**config.mk**
```make
export PLATFORM = sky130hd
export DESIGN_NAME = vote_run_encoder_flat
export DESIGN_NICKNAME = d
export VERILOG_FILES = /design/src/rtl/vote_run_encoder_if.sv /design/src/rtl/vote_run_encoder.sv /design/src/flat_wrapper.sv
export SDC_FILE = /design/constraint.sdc
export NUM_CORES = 1
export LEC_CHECK = 0
export ABC_AREA = 1
export CAP_MARGIN = 10
export CORE_ASPECT_RATIO = 0.6
export CORE_MARGIN = 1
export CORE_UTILIZATION = 57
export DETAILED_ROUTE_END_ITERATION = 6
export GPL_TIMING_DRIVEN = 0
export PLACE_DENSITY = 0.87
export SLEW_MARGIN = 0
export SYNTH_ARGS = -nofsm -noshare
export SYNTH_HDL_FRONTEND = slang
export SYNTH_SLANG_ARGS = --single-unit
```
**constraint.sdc**
```tcl
create_clock -name clk -period 3.3 [get_ports clk]
set_clock_uncertainty 0.05 [all_clocks]
set_input_delay 0.33 -clock clk [delete_from_list [all_inputs] [get_ports clk]]
set_output_delay 0.33 -clock clk [all_outputs]
set_load 0.02 [all_outputs]
```
**src/rtl/vote_run_encoder_if.sv**
```systemverilog
// Record stream between the run-length encoder and its consumer.
// The producer drives data/valid and the consumer drives ready.
interface vote_run_encoder_if #(
    parameter int LEN_W = 7
);
    logic [LEN_W:0] rec_data;
    logic           rec_valid;
    logic           rec_ready;

    modport master (output rec_data, output rec_valid, input rec_ready);
    modport slave  (input rec_data, input rec_valid, output rec_ready);
endinterface

```
**src/rtl/vote_run_encoder.sv**
```systemverilog
// Collapses runs of identical voter decisions into {level, length} records
// and buffers them in a small FIFO drained over a valid/ready handshake.
module vote_run_encoder #(
    parameter int DEPTH = 4,
    parameter int LEN_W = 7
) (
    input  logic                       clk,
    input  logic                       rst_n,
    input  logic                       ena,
    input  logic                       vote_in,
    input  logic                       vote_valid,
    input  logic                       flush,
    vote_run_encoder_if.master         rec,
    output logic [$clog2(DEPTH+1)-1:0] fifo_count,
    output logic                       overflow
);
    localparam int AW = (DEPTH > 1) ? $clog2(DEPTH) : 1;
    localparam int CW = $clog2(DEPTH + 1);
    localparam logic [LEN_W-1:0] MAXLEN = {LEN_W{1'b1}};

    typedef enum logic {IDLE = 1'b0, RUN = 1'b1} state_t;

    state_t           state_r, state_nxt_s;
    logic             level_r, level_nxt_s;
    logic [LEN_W-1:0] len_r, len_nxt_s;
    logic             emit_s;
    logic [LEN_W:0]   emit_rec_s;

    logic [LEN_W:0]   mem_r [DEPTH];
    logic [AW-1:0]    wr_ptr_r, rd_ptr_r;
    logic [CW-1:0]    count_r;
    logic             overflow_r;
    logic             full_s, pop_s, push_ok_s, rec_valid_s;

    // Run tracker state register
    always_ff @(posedge clk or negedge rst_n) begin
        if (!rst_n) begin
            state_r <= IDLE;
            level_r <= 1'b0;
            len_r   <= {LEN_W{1'b0}};
        end else begin
            state_r <= state_nxt_s;
            level_r <= level_nxt_s;
            len_r   <= len_nxt_s;
        end
    end

    // Run tracker next state and record emission; flush outranks the sample
    always_comb begin
        state_nxt_s = state_r;
        level_nxt_s = level_r;
        len_nxt_s   = len_r;
        emit_s      = 1'b0;
        emit_rec_s  = {level_r, len_r};
        if (ena && flush) begin
            emit_s = (state_r == RUN);
            if (vote_valid) begin
                state_nxt_s = RUN;
                level_nxt_s = vote_in;
                len_nxt_s   = {{(LEN_W-1){1'b0}}, 1'b1};
            end else begin
                state_nxt_s = IDLE;
            end
        end else if (ena && vote_valid) begin
            case (state_r)
                IDLE: begin
                    state_nxt_s = RUN;
                    level_nxt_s = vote_in;
                    len_nxt_s   = {{(LEN_W-1){1'b0}}, 1'b1};
                end
                RUN: begin
                    if (vote_in != level_r) begin
                        emit_s      = 1'b1;
                        level_nxt_s = vote_in;
                        len_nxt_s   = {{(LEN_W-1){1'b0}}, 1'b1};
                    end else if (len_r == MAXLEN) begin
                        // chunk long runs instead of letting the counter wrap
                        emit_s    = 1'b1;
                        len_nxt_s = {{(LEN_W-1){1'b0}}, 1'b1};
                    end else begin
                        len_nxt_s = len_r + {{(LEN_W-1){1'b0}}, 1'b1};
                    end
                end
                default: begin
                    state_nxt_s = IDLE;
                end
            endcase
        end else begin
            state_nxt_s = state_r;
        end
    end

    assign rec_valid_s = (count_r != {CW{1'b0}});
    assign full_s      = (count_r == CW'(DEPTH));
    assign pop_s       = rec_valid_s && rec.rec_ready;
    assign push_ok_s   = emit_s && (!full_s || pop_s);

    // FIFO storage, pointers, occupancy and sticky overflow
    always_ff @(posedge clk or negedge rst_n) begin
        if (!rst_n) begin
            for (int i = 0; i < DEPTH; i++) begin
                mem_r[i] <= {(LEN_W+1){1'b0}};
            end
            wr_ptr_r   <= {AW{1'b0}};
            rd_ptr_r   <= {AW{1'b0}};
            count_r    <= {CW{1'b0}};
            overflow_r <= 1'b0;
        end else begin
            if (push_ok_s) begin
                mem_r[wr_ptr_r] <= emit_rec_s;
                wr_ptr_r        <= wr_ptr_r + {{(AW-1){1'b0}}, 1'b1};
            end
            if (pop_s) begin
                rd_ptr_r <= rd_ptr_r + {{(AW-1){1'b0}}, 1'b1};
            end
            if (push_ok_s && !pop_s) begin
                count_r <= count_r + {{(CW-1){1'b0}}, 1'b1};
            end else if (pop_s && !push_ok_s) begin
                count_r <= count_r - {{(CW-1){1'b0}}, 1'b1};
            end
            if (emit_s && full_s && !pop_s) begin
                overflow_r <= 1'b1;
            end
        end
    end

    assign rec.rec_valid = rec_valid_s;
    assign rec.rec_data  = rec_valid_s ? mem_r[rd_ptr_r] : {(LEN_W+1){1'b0}};
    assign fifo_count    = count_r;
    assign overflow      = overflow_r;

endmodule

```
**src/flat_wrapper.sv**
```systemverilog
// flat-port wrapper written by rule: the top's interface ports become plain ports
module vote_run_encoder_flat 
#(
    parameter int DEPTH = 4,
    parameter int LEN_W = 7
)
  (clk, rst_n, ena, vote_in, vote_valid, flush, fifo_count, overflow, rec_rec_data, rec_rec_valid, rec_rec_ready);
  vote_run_encoder_if #(.LEN_W(LEN_W)) rec_i ();
  input  logic clk;
  input  logic rst_n;
  input  logic ena;
  input  logic vote_in;
  input  logic vote_valid;
  input  logic flush;
  output logic [$clog2(DEPTH+1)-1:0] fifo_count;
  output logic overflow;
  output wire logic [$bits(rec_i.rec_data)-1:0] rec_rec_data;
  output wire logic [$bits(rec_i.rec_valid)-1:0] rec_rec_valid;
  input wire logic [$bits(rec_i.rec_ready)-1:0] rec_rec_ready;
  assign rec_rec_data = rec_i.rec_data;
  assign rec_rec_valid = rec_i.rec_valid;
  assign rec_i.rec_ready = rec_rec_ready;
  vote_run_encoder #(.DEPTH(DEPTH), .LEN_W(LEN_W)) u_core (.clk(clk), .rst_n(rst_n), .ena(ena), .vote_in(vote_in), .vote_valid(vote_valid), .flush(flush), .rec(rec_i), .fifo_count(fifo_count), .overflow(overflow));
endmodule
```
# After elaboration in Yosys (flattened, before gate mapping)
# Cells that the tools add are included.
# Widths: inputs -> output; s select.
# word_totals
regBits	49
out_inout_bits	13
word_cells	73
# op_classes
addsub	5
order_cmp	3
n_eq_ne	5
muxes	28
bitwise_logic	3
reduce_logical	18
# op_table
cell	count
$mux 7	5
$bwmux 32	1
$mux 8	4
$bmux 8 s2	1
$demux 8 s2	1
$pmux 7 s2	1
$mux 1	12
$logic_and 1x1->1	9
$add 7x1->7 const B	1
$eq 7x7->1 const B	1
$ge 3x3->1 const B	2
$mux 3	2
$not 2->3	2
$add 2x1->2 const B	2
$reduce_bool 2->1	2
$add 3x1->3 const B	1
$eq 3x3->1 const B	1
$logic_not 1->1	3
$lt 3x1->1 const B	1
$ne 3x3->1 const B	1
$reduce_and 3->1	1
$reduce_bool 3->1	1
$sub 3x1->3 const B	1
$ne 2x2->1 const B	1
5 further kinds	5

# Logic depth before layout (Yosys ltp)
# Gate-level depths: netlist (run 1).
# logic_depth
word_depth	11
ltp_mapped	13
mapped_depth_nobuf	13

# Least setup slack after synthesis (run 1)
# Ideal clock, no wire load.
# synth_timing
path_type	reg-to-reg
from	register u_core.len_r[0]
to	register u_core.count_r[2] (netlist: u_core.fifo_count[2])
setup_time_ns	0.131
arrival_ns	2.165
required_ns	3.119
path_slack_ns	0.954
stages_incl_launch_ff	14
n_path_buf	0
synth_period_minus_slack_ns	2.346
path_cell_list	dfrtp_1 -> ha_1 -> nand2_1 -> nor2_4 -> nand2_2 -> nand3_4 -> nand3_4 -> inv_2 -> ha_1 -> inv_1 -> fa_1 -> a21oi_1 -> o21ai_0 -> xnor2_1
# synth_between
elab_chain_cells	10
elab_cells_between_ends	12
# synth_rtl
element	line	rtl
from (decl)	vote_run_encoder.sv:25	logic [LEN_W-1:0] len_r, len_nxt_s;
from (signal assigned)	vote_run_encoder.sv:40	len_r <= {LEN_W{1'b0}};
from (signal assigned)	vote_run_encoder.sv:44	len_r <= len_nxt_s;
$eq 7x7->1 *	vote_run_encoder.sv:76	end else if (len_r == MAXLEN) begin
$mux 1 *	vote_run_encoder.sv:76	
$mux 1 *	vote_run_encoder.sv:72	if (vote_in != level_r) begin
$mux 1 *	vote_run_encoder.sv:65	case (state_r)
$mux 1 *	vote_run_encoder.sv:64	end else if (ena && vote_valid) begin
$mux 1 *	vote_run_encoder.sv:55	if (ena && flush) begin
$logic_and 1x1->1 *	vote_run_encoder.sv:96	assign push_ok_s = emit_s && (!full_s || pop_s);
via u_core.push_ok_s	vote_run_encoder.sv:33	logic full_s, pop_s, push_ok_s, rec_valid_s;
$logic_not 1->1	vote_run_encoder.sv:118	end else if (pop_s && !push_ok_s) begin
$logic_and 1x1->1	vote_run_encoder.sv:118	
$reduce_bool 2->1 (no line)	-	
to (signal assigned)	vote_run_encoder.sv:106	count_r <= {CW{1'b0}};
to (signal assigned)	vote_run_encoder.sv:117	count_r <= count_r + {{(CW-1){1'b0}}, 1'b1};
to (signal assigned)	vote_run_encoder.sv:119	count_r <= count_r - {{(CW-1){1'b0}}, 1'b1};
to (decl)	vote_run_encoder.sv:31	logic [CW-1:0] count_r;
# Mark *: on every way through the listed nets, which the timed path passes. The rest lies on a longest branch.
# A chain may end at the register's enable or synchronous reset.

# Worst setup path in the final report (run 1)
# layout_timing
from	register u_core.rd_ptr_r[1]
to	output port rec_rec_data[0]
# layout_between
elab_chain_cells	5
# layout_rtl
element	line	rtl
from (decl)	vote_run_encoder.sv:30	logic [AW-1:0] wr_ptr_r, rd_ptr_r;
from (signal assigned)	vote_run_encoder.sv:105	rd_ptr_r <= {AW{1'b0}};
from (signal assigned)	vote_run_encoder.sv:114	rd_ptr_r <= rd_ptr_r + {{(AW-1){1'b0}}, 1'b1};
$not 2->3 (not written as such)	vote_run_encoder.sv:128	assign rec.rec_data = rec_valid_s ? mem_r[rd_ptr_r] : {(LEN_W+1){1'b0}};
$bmux 8 s2	vote_run_encoder.sv:128	
$mux 8 (not written as such) (2 in series)	vote_run_encoder.sv:128	
$mux 8	vote_run_encoder.sv:128	
to (decl)	flat_wrapper.sv:17	output wire logic [$bits(rec_i.rec_data)-1:0] rec_rec_data;
# Every way passes these cells. The select of a mux whose other input is x is not followed.

==> results.md, run 1 <==
- Setup TNS: 0 ps
- GR Overflow Total: 0
- Total Power: around 2.4 mW
- CP max FO: 9
- Register area share after synthesis: 0.498
- Seq cells post-synth: 49
- RSZ-0062 raised after global routing: no
- Num ports: 20
- Asr flop ratio synth: 1.00
- Nets: 343
- H-tree Lvls: 2
- Max frequency: 343 MHz
- Detail Route Antenna Nets: 0
- Share of layout cells above drive strength 1: 0.0879
- # port buffers: 19
- CTS Buf Count: 5
- CP required: 2920 ps
- CTS sink cnt: 49
- Clock slew at reported path FFs: approximately 90 ps
- Core Region: 4120 µm²
- Worst VDD drop: 0.000393 V
- Post-CTS Resized: 0
- Final Cycle Share: 0.882
- Synthesized area per cell: slightly above 8 µm²
- Per-cell routed wire length: 14.3 µm
- Most frequent cells in the layout: nand2_1, dfrtp_1, nor2_1
- CP Capture Type: output port
- Status: completed
- Total nets after synthesis: between 300 and 400
- Initial core utilization: 0.598
- Final setup violation count: 0
- Row count: 18
- Initial drt markers: 171
- CTS tree: built
- Critical Path AT: 2530 ps
- Overall die width: 86.9 µm
- First-pass GRT wire length: roughly 9.4 mm
- Die Ht: 52.9 µm
- Max-Cap Viols: 0
- Post-Route WL: 5.58 mm
- Post-Synthesis Cells: 301
- Root Buffer: clkbuf_8
- FILL cells: 363
- Final Hold Vio Count: 0
- Pwr dens: 822 nW/µm²
- Main synth FF type: dfrtp_1
- Leak pwr: between 1 and 1.5 nW
- Final worst path period need: 2910 ps
- # Post-CTS Setup Buffers: 0
- Detailed-placement wirelength estimate: 4.02 mm
- GR Layer Usage met3: 0.0624
- Layout area overhead: 16.5%
- DR pass1 iterations: 4
- Actual slew at the worst max-slew pin: 725 ps
- Vias: 2073
- Yosys cell types: 28
- Clk_lat worst skew: 310 ps
- Number of synthesized flops with an enable pin: 0
- Routability cong.: ~0.82
- Fin. max-slew vios: 0
- Antenna diodes: 0
- Vias in the first global route: 1973
- Met1 capacity usage during global routing: 0.397
- Largest net degree at the start of global routing: 32
- Crit Path Class: reg -> out
- Min-Delay Path Class: reg -> reg
- Warnings, synthesis: 0
- GRT Max-Usage Layer: met2
- Die area: 4600 µm²
- Overall Global Routing Usage: 0.282
- Worst rel slew slack: 0.514
- Critical path launch point type: flip-flop
- Met2 Usage GRT: 0.446
- Routed vias/inst: around 5.3
- Drt drc: 0
- Initial antenna violation count: 0
- Post-synth design cell area: 2460 µm²
- Clock Path Buffers: 2
- Commonest non-fill, non-tap cell in the layout: nand2_1
registers in the layout (all words and copies together) (netlist names):
register           flops
u_core.level_r         1
u_core.rd_ptr_r        2
u_core.fifo_count      3
u_core.state_r         1
u_core.len_r           7
u_core.wr_ptr_r        2
u_core.overflow        1
u_core.mem_r          32
power breakdown:
group / internal [mW] / total, mW / switching (mW)
clock: 0.247 / 0.447 / 0.200
combinational: 0.426 / 1.05 / 0.622
sequential: 0.749 / 0.866 / 0.117
total: 1.42 / 2.36 / 0.938
Yosys cell counts (2+ instances only):
master,instances,area (µm²)
inv_2,2,7.51
o21ai_1,3,15.0
nor2_1,40,150
clkbuf_1,2,7.51
o21ai_0,17,85.1
nand2_2,2,12.5
xnor2_1,3,26.3
xor2_1,5,43.8
nand3_1,5,25.0
buf_2,4,20.0
inv_1,17,63.8
ha_1,6,75.1
dfrtp_1,49,1230
nor2_4,5,56.3
nand2_1,114,428
nand4_2,4,50.1
a21oi_1,11,55.1
nand3_4,2,35.0
final cells by class:
type,count,area (µm²),share of cell area
sequential,49,1230,0.427
multi-input combinational,225,1130,0.394
timing repair buffer,21,215,0.0750
clock buffer,7,86.3,0.0301
inverter,20,75.1,0.0262
tap,60,75.1,0.0262
buffer,7,31.3,0.0109
clock inverter,1,30.0,0.0105
cells by family after synthesis:
| group | Yosys count | share of synthesized area |
|---|---|---|
| adders and majority gates | 7 | 0.0386 |
| AOI/OAI and AO/OA | 34 | 0.0731 |
| xor gates and xnor gates | 8 | 0.0284 |
| and+or+nand+nor | 176 | 0.319 |
| DFF | 49 | 0.498 |
| buffers and inverters | 27 | 0.0432 |
path summary, 6_finish.rpt:
check                                               start                          endpoint  slack (ps)  depth (start not counted)
max                        u_core.rd_ptr_r[1]$_DFFE_PN0P_                   rec_rec_data[0]         390                          6
min                           u_core.overflow$_DFFE_PN0P_       u_core.overflow$_DFFE_PN0P_         430                          1
min in group asynchronous                           rst_n       u_core.mem_r[3]$_DFFE_PN0P_         450                          2
max in group asynchronous                           rst_n      u_core.mem_r[31]$_DFFE_PN0P_        2230                          3
max reg2reg                   u_core.len_r[1]$_DFFE_PN0P_  u_core.fifo_count[2]$_DFFE_PN0P_         580                         13
min reg2reg                   u_core.overflow$_DFFE_PN0P_       u_core.overflow$_DFFE_PN0P_         430                          1
metal layers:
metal  share of wire  vias to the layer above
met1            0.46                      987
li1                -                     1005
met5               0                        -
met3           0.075                       10
met4           0.011                        0
met2            0.45                       71
what timing repair did:
item	CTS	global route
endpoints found under the setup margin	0	0
hold buffers	1	0
endpoints found under the hold margin	18	0
through the flow:
step                setup WS [ps]  hold slack (ps)  instances  area (µm²)  utilization
floorplan                     954            -15.6        301        2460            -
detailed placement            409              256        381        2740        0.666
global route                  226              447        390        2870        0.696
CTS                           447              434        390        2870        0.696
global placement              447              407        380        2730        0.662
finish                        388              429        390        2870        0.696
worst max-delay path: stages, from the launching register on:
cell and delay (ps):
dfrtp_1 330, buf_1 370, clkinv_1 380, nor2_1 200
o21ai_0 110, a21oi_1 210, clkdlybuf4s50_1 640
(Power assumes the default switching activity.)
==> inputs of run 2 (changes only) <==
SLEW_MARGIN = default   (was 0)
==> results of run 2 <==
No change in the layout: final DEF, timing and power equal those of run 1.
==> inputs of run 3 (changes only) <==
CORE_UTILIZATION = 42   (was 57)
PLACE_DENSITY = 0.7   (was 0.87)
==> results.md, run 3 (same netlist as run 1, synthesis figures left out) <==
- Status: completed
- Internal Power: 1.33 mW (-6.7%)
- Drt drc: 0 (unchanged)
- Initial drt markers: 131 (-23%)
- Pwr dens: 782 nW/µm² (-4.9%)
- Largest register by flop count: u_core.mem_r
- Design Area, Final: 2860 µm² (-0.39%)
- # port buffers: 19 (unchanged)
- Combinational power share: 0.463 (+0.019)
- Clock slew at reported path FFs: 80 ps (about the same)
- Crit Path Class: reg -> out
- Die area: 6190 µm² (+35%)
- Detailed-placement wirelength estimate: 4.01 mm (-0.28%)
- Leak pwr: 1.42 nW (-1.3%)
- Clock Path Buffers: 2 (unchanged)
- DR pass1 iterations: 4 (unchanged)
- Final Cycle Share: 0.858 (-0.0244)
- RSZ-0062 raised after global routing: no
- Clock Power Share: 0.149 (-0.041)
- Die Ht: 61.3 µm (+16%)
- Per-cell routed wire length: 13.5 µm (-5.3%)
- Max-Cap Viols: 0 (unchanged)
- First-pass GRT wire length: 9.22 mm (-2.4%)
- Setup TNS: 0 ps (unchanged)
- Largest register FFs: 32 (unchanged)
- Slowest-stage cell, CP: clkdlybuf4s50_1
- CP max FO: 10 (+1)
- Final worst path period need: 2830 ps (-80.5 ps)
- CP most frequent cell: clkbuf_1
- Seq pwr share: 0.388 (+0.021)
- Post-CTS Resized: 0 (unchanged)
- Row count: 21 (+3)
- CP Capture Type: output port
- Max frequency: 353 MHz (+2.8%)
- Most frequent cells in the layout: nand2_1, dfrtp_1, nor2_1
- Sw Pwr: 911 µW (-2.9%)
- Switching Share: 0.407 (+0.00960)
- Layout area overhead: 16.0%
- Critical path launch point type: flip-flop
- Vias: 2018 (-2.7%)
- Initial core utilization: 0.438 (-0.160)
- Routed vias/inst: 4.92 (-7.4%)
- H-tree Lvls: 2 (unchanged)
- Final Hold Vio Count: 0 (unchanged)
- Critical Path AT: 2450 ps (-80 ps)
- Initial antenna violation count: 0 (unchanged)
- Clk_lat worst skew: 290 ps (-20 ps)
- CP required: 2920 ps (about the same)
- Num ports: 20 (unchanged)
- Root Buffer: clkbuf_8
- Nets: 343 (unchanged)
- CTS Buf Count: 5 (unchanged)
- CTS sink cnt: 49 (unchanged)
- Post-Route WL: 5.55 mm (-0.48%)
- Vias in the first global route: 1878 (-4.8%)
- Commonest non-fill, non-tap cell in the layout: nand2_1
- Final setup violation count: 0 (unchanged)
- Overall Global Routing Usage: 0.202 (-0.0796)
- Share of layout cells above drive strength 1: 0.0818 (-0.00606)
- Routability cong.: 0.814 (-1.1%)
- Largest net degree at the start of global routing: 29 (-9.4%)
- Min-Delay Path Class: reg -> reg
- Cell Area, Placed: 2770 µm² (+0.91%)
- Worst reg-to-reg setup slack: 590 ps (about the same)
- GR Overflow Total: 0 (unchanged)
- CTS tree: built
- Core Region: 5620 µm² (+36%)
- CP peak stage delay: 620 ps (-20 ps)
- Critical path cell sequence: clkbuf_1, inv_2, clkbuf_1, o21ai_0, a21oi_1, clkdlybuf4s50_1
- Fin. max-slew vios: 0 (unchanged)
- Antenna diodes: 0 (unchanged)
- Worst VDD drop: 0.000306 V (-22%)
- Overall die width: 101 µm (+16%)
- Detail Route Antenna Nets: 0 (unchanged)
- Actual slew at the worst max-slew pin: 746 ps (+21.0 ps)
- Worst rel slew slack: 0.500 (-0.0141)
-- run 3: cell count changes in the layout (fill, tap and decap cells not counted), sizes merged --
cell	delta
bufinv	-1
clkbuf	+1
-- run 3: layout make-up --
class                   instances  area, µm²
multi-input cells             225       1130
flip-flops and latches         49       1230
well taps                      80        100
plain buffers                   7       31.3
fillers                       582       2760
clock buffers                   8       80.1
inverters                      20       75.1
repair buffers                 21        215
-- run 3: repair_timing --
action / in CTS / in global routing
hold buffers: 1 / 0
setup endpoints to repair: 0 / 0
hold endpoints to repair: 21 / 0
buffers inserted: 0 / 0
-- run 3: critical path, delay by kind of cell, from the launching register on --
kind	cells	cell delay (ps)
buf+inv	4	1420
flops	1	360
compound gates	2	370
-- run 3: path summary, 6_finish.rpt --
check,from,end,cells past startpoint
max,u_core.rd_ptr_r[0]$_DFFE_PN0P_,rec_rec_data[7],6
min,u_core.overflow$_DFFE_PN0P_,u_core.overflow$_DFFE_PN0P_,1
max reg2reg,u_core.len_r[1]$_DFFE_PN0P_,u_core.fifo_count[2]$_DFFE_PN0P_,13
min reg2reg,u_core.overflow$_DFFE_PN0P_,u_core.overflow$_DFFE_PN0P_,1
max in group asynchronous,rst_n,u_core.len_r[6]$_DFFE_PN0P_,3
min in group asynchronous,rst_n,u_core.mem_r[1]$_DFFE_PN0P_,2
-- run 3: power by group through the flow --
stage | registers [mW] | logic (mW) | clock network, mW
after floorplan | 0.877 | 0.649 | 0
after global placement | 0.874 | 1.01 | 0
after detailed placement | 0.876 | 1.04 | 0
after CTS | 0.867 | 1.04 | 0.351
after global routing | 0.888 | 1.16 | 0.383
final | 0.868 | 1.04 | 0.333
-- run 3: metrics by stage --
| step | instances | util | setup WS, ps | power [mW] | hold slack [ps] |
|---|---|---|---|---|---|
| after CTS | 410 | 0.508 | 453 | 2.26 | 434 |
| after detailed placement | 401 | 0.492 | 468 | 1.92 | 287 |
| after floorplan | 301 | - | 954 | 1.53 | -15.6 |
| after global placement | 400 | 0.490 | 376 | 1.89 | 406 |
| final | 410 | 0.508 | 469 | 2.24 | 429 |
| after global routing | 410 | 0.508 | 251 | 2.43 | 455 |
-- run 3: per-layer routing --
layer / GRT usage / up-vias / routed length [µm]
met5: 0 / - / 0
met4: 0.0518 / 0 / 29
met3: 0.0613 / 5 / 348
met2: 0.313 / 48 / 2370
met1: 0.281 / 969 / 2800
li1: - / 996 / -
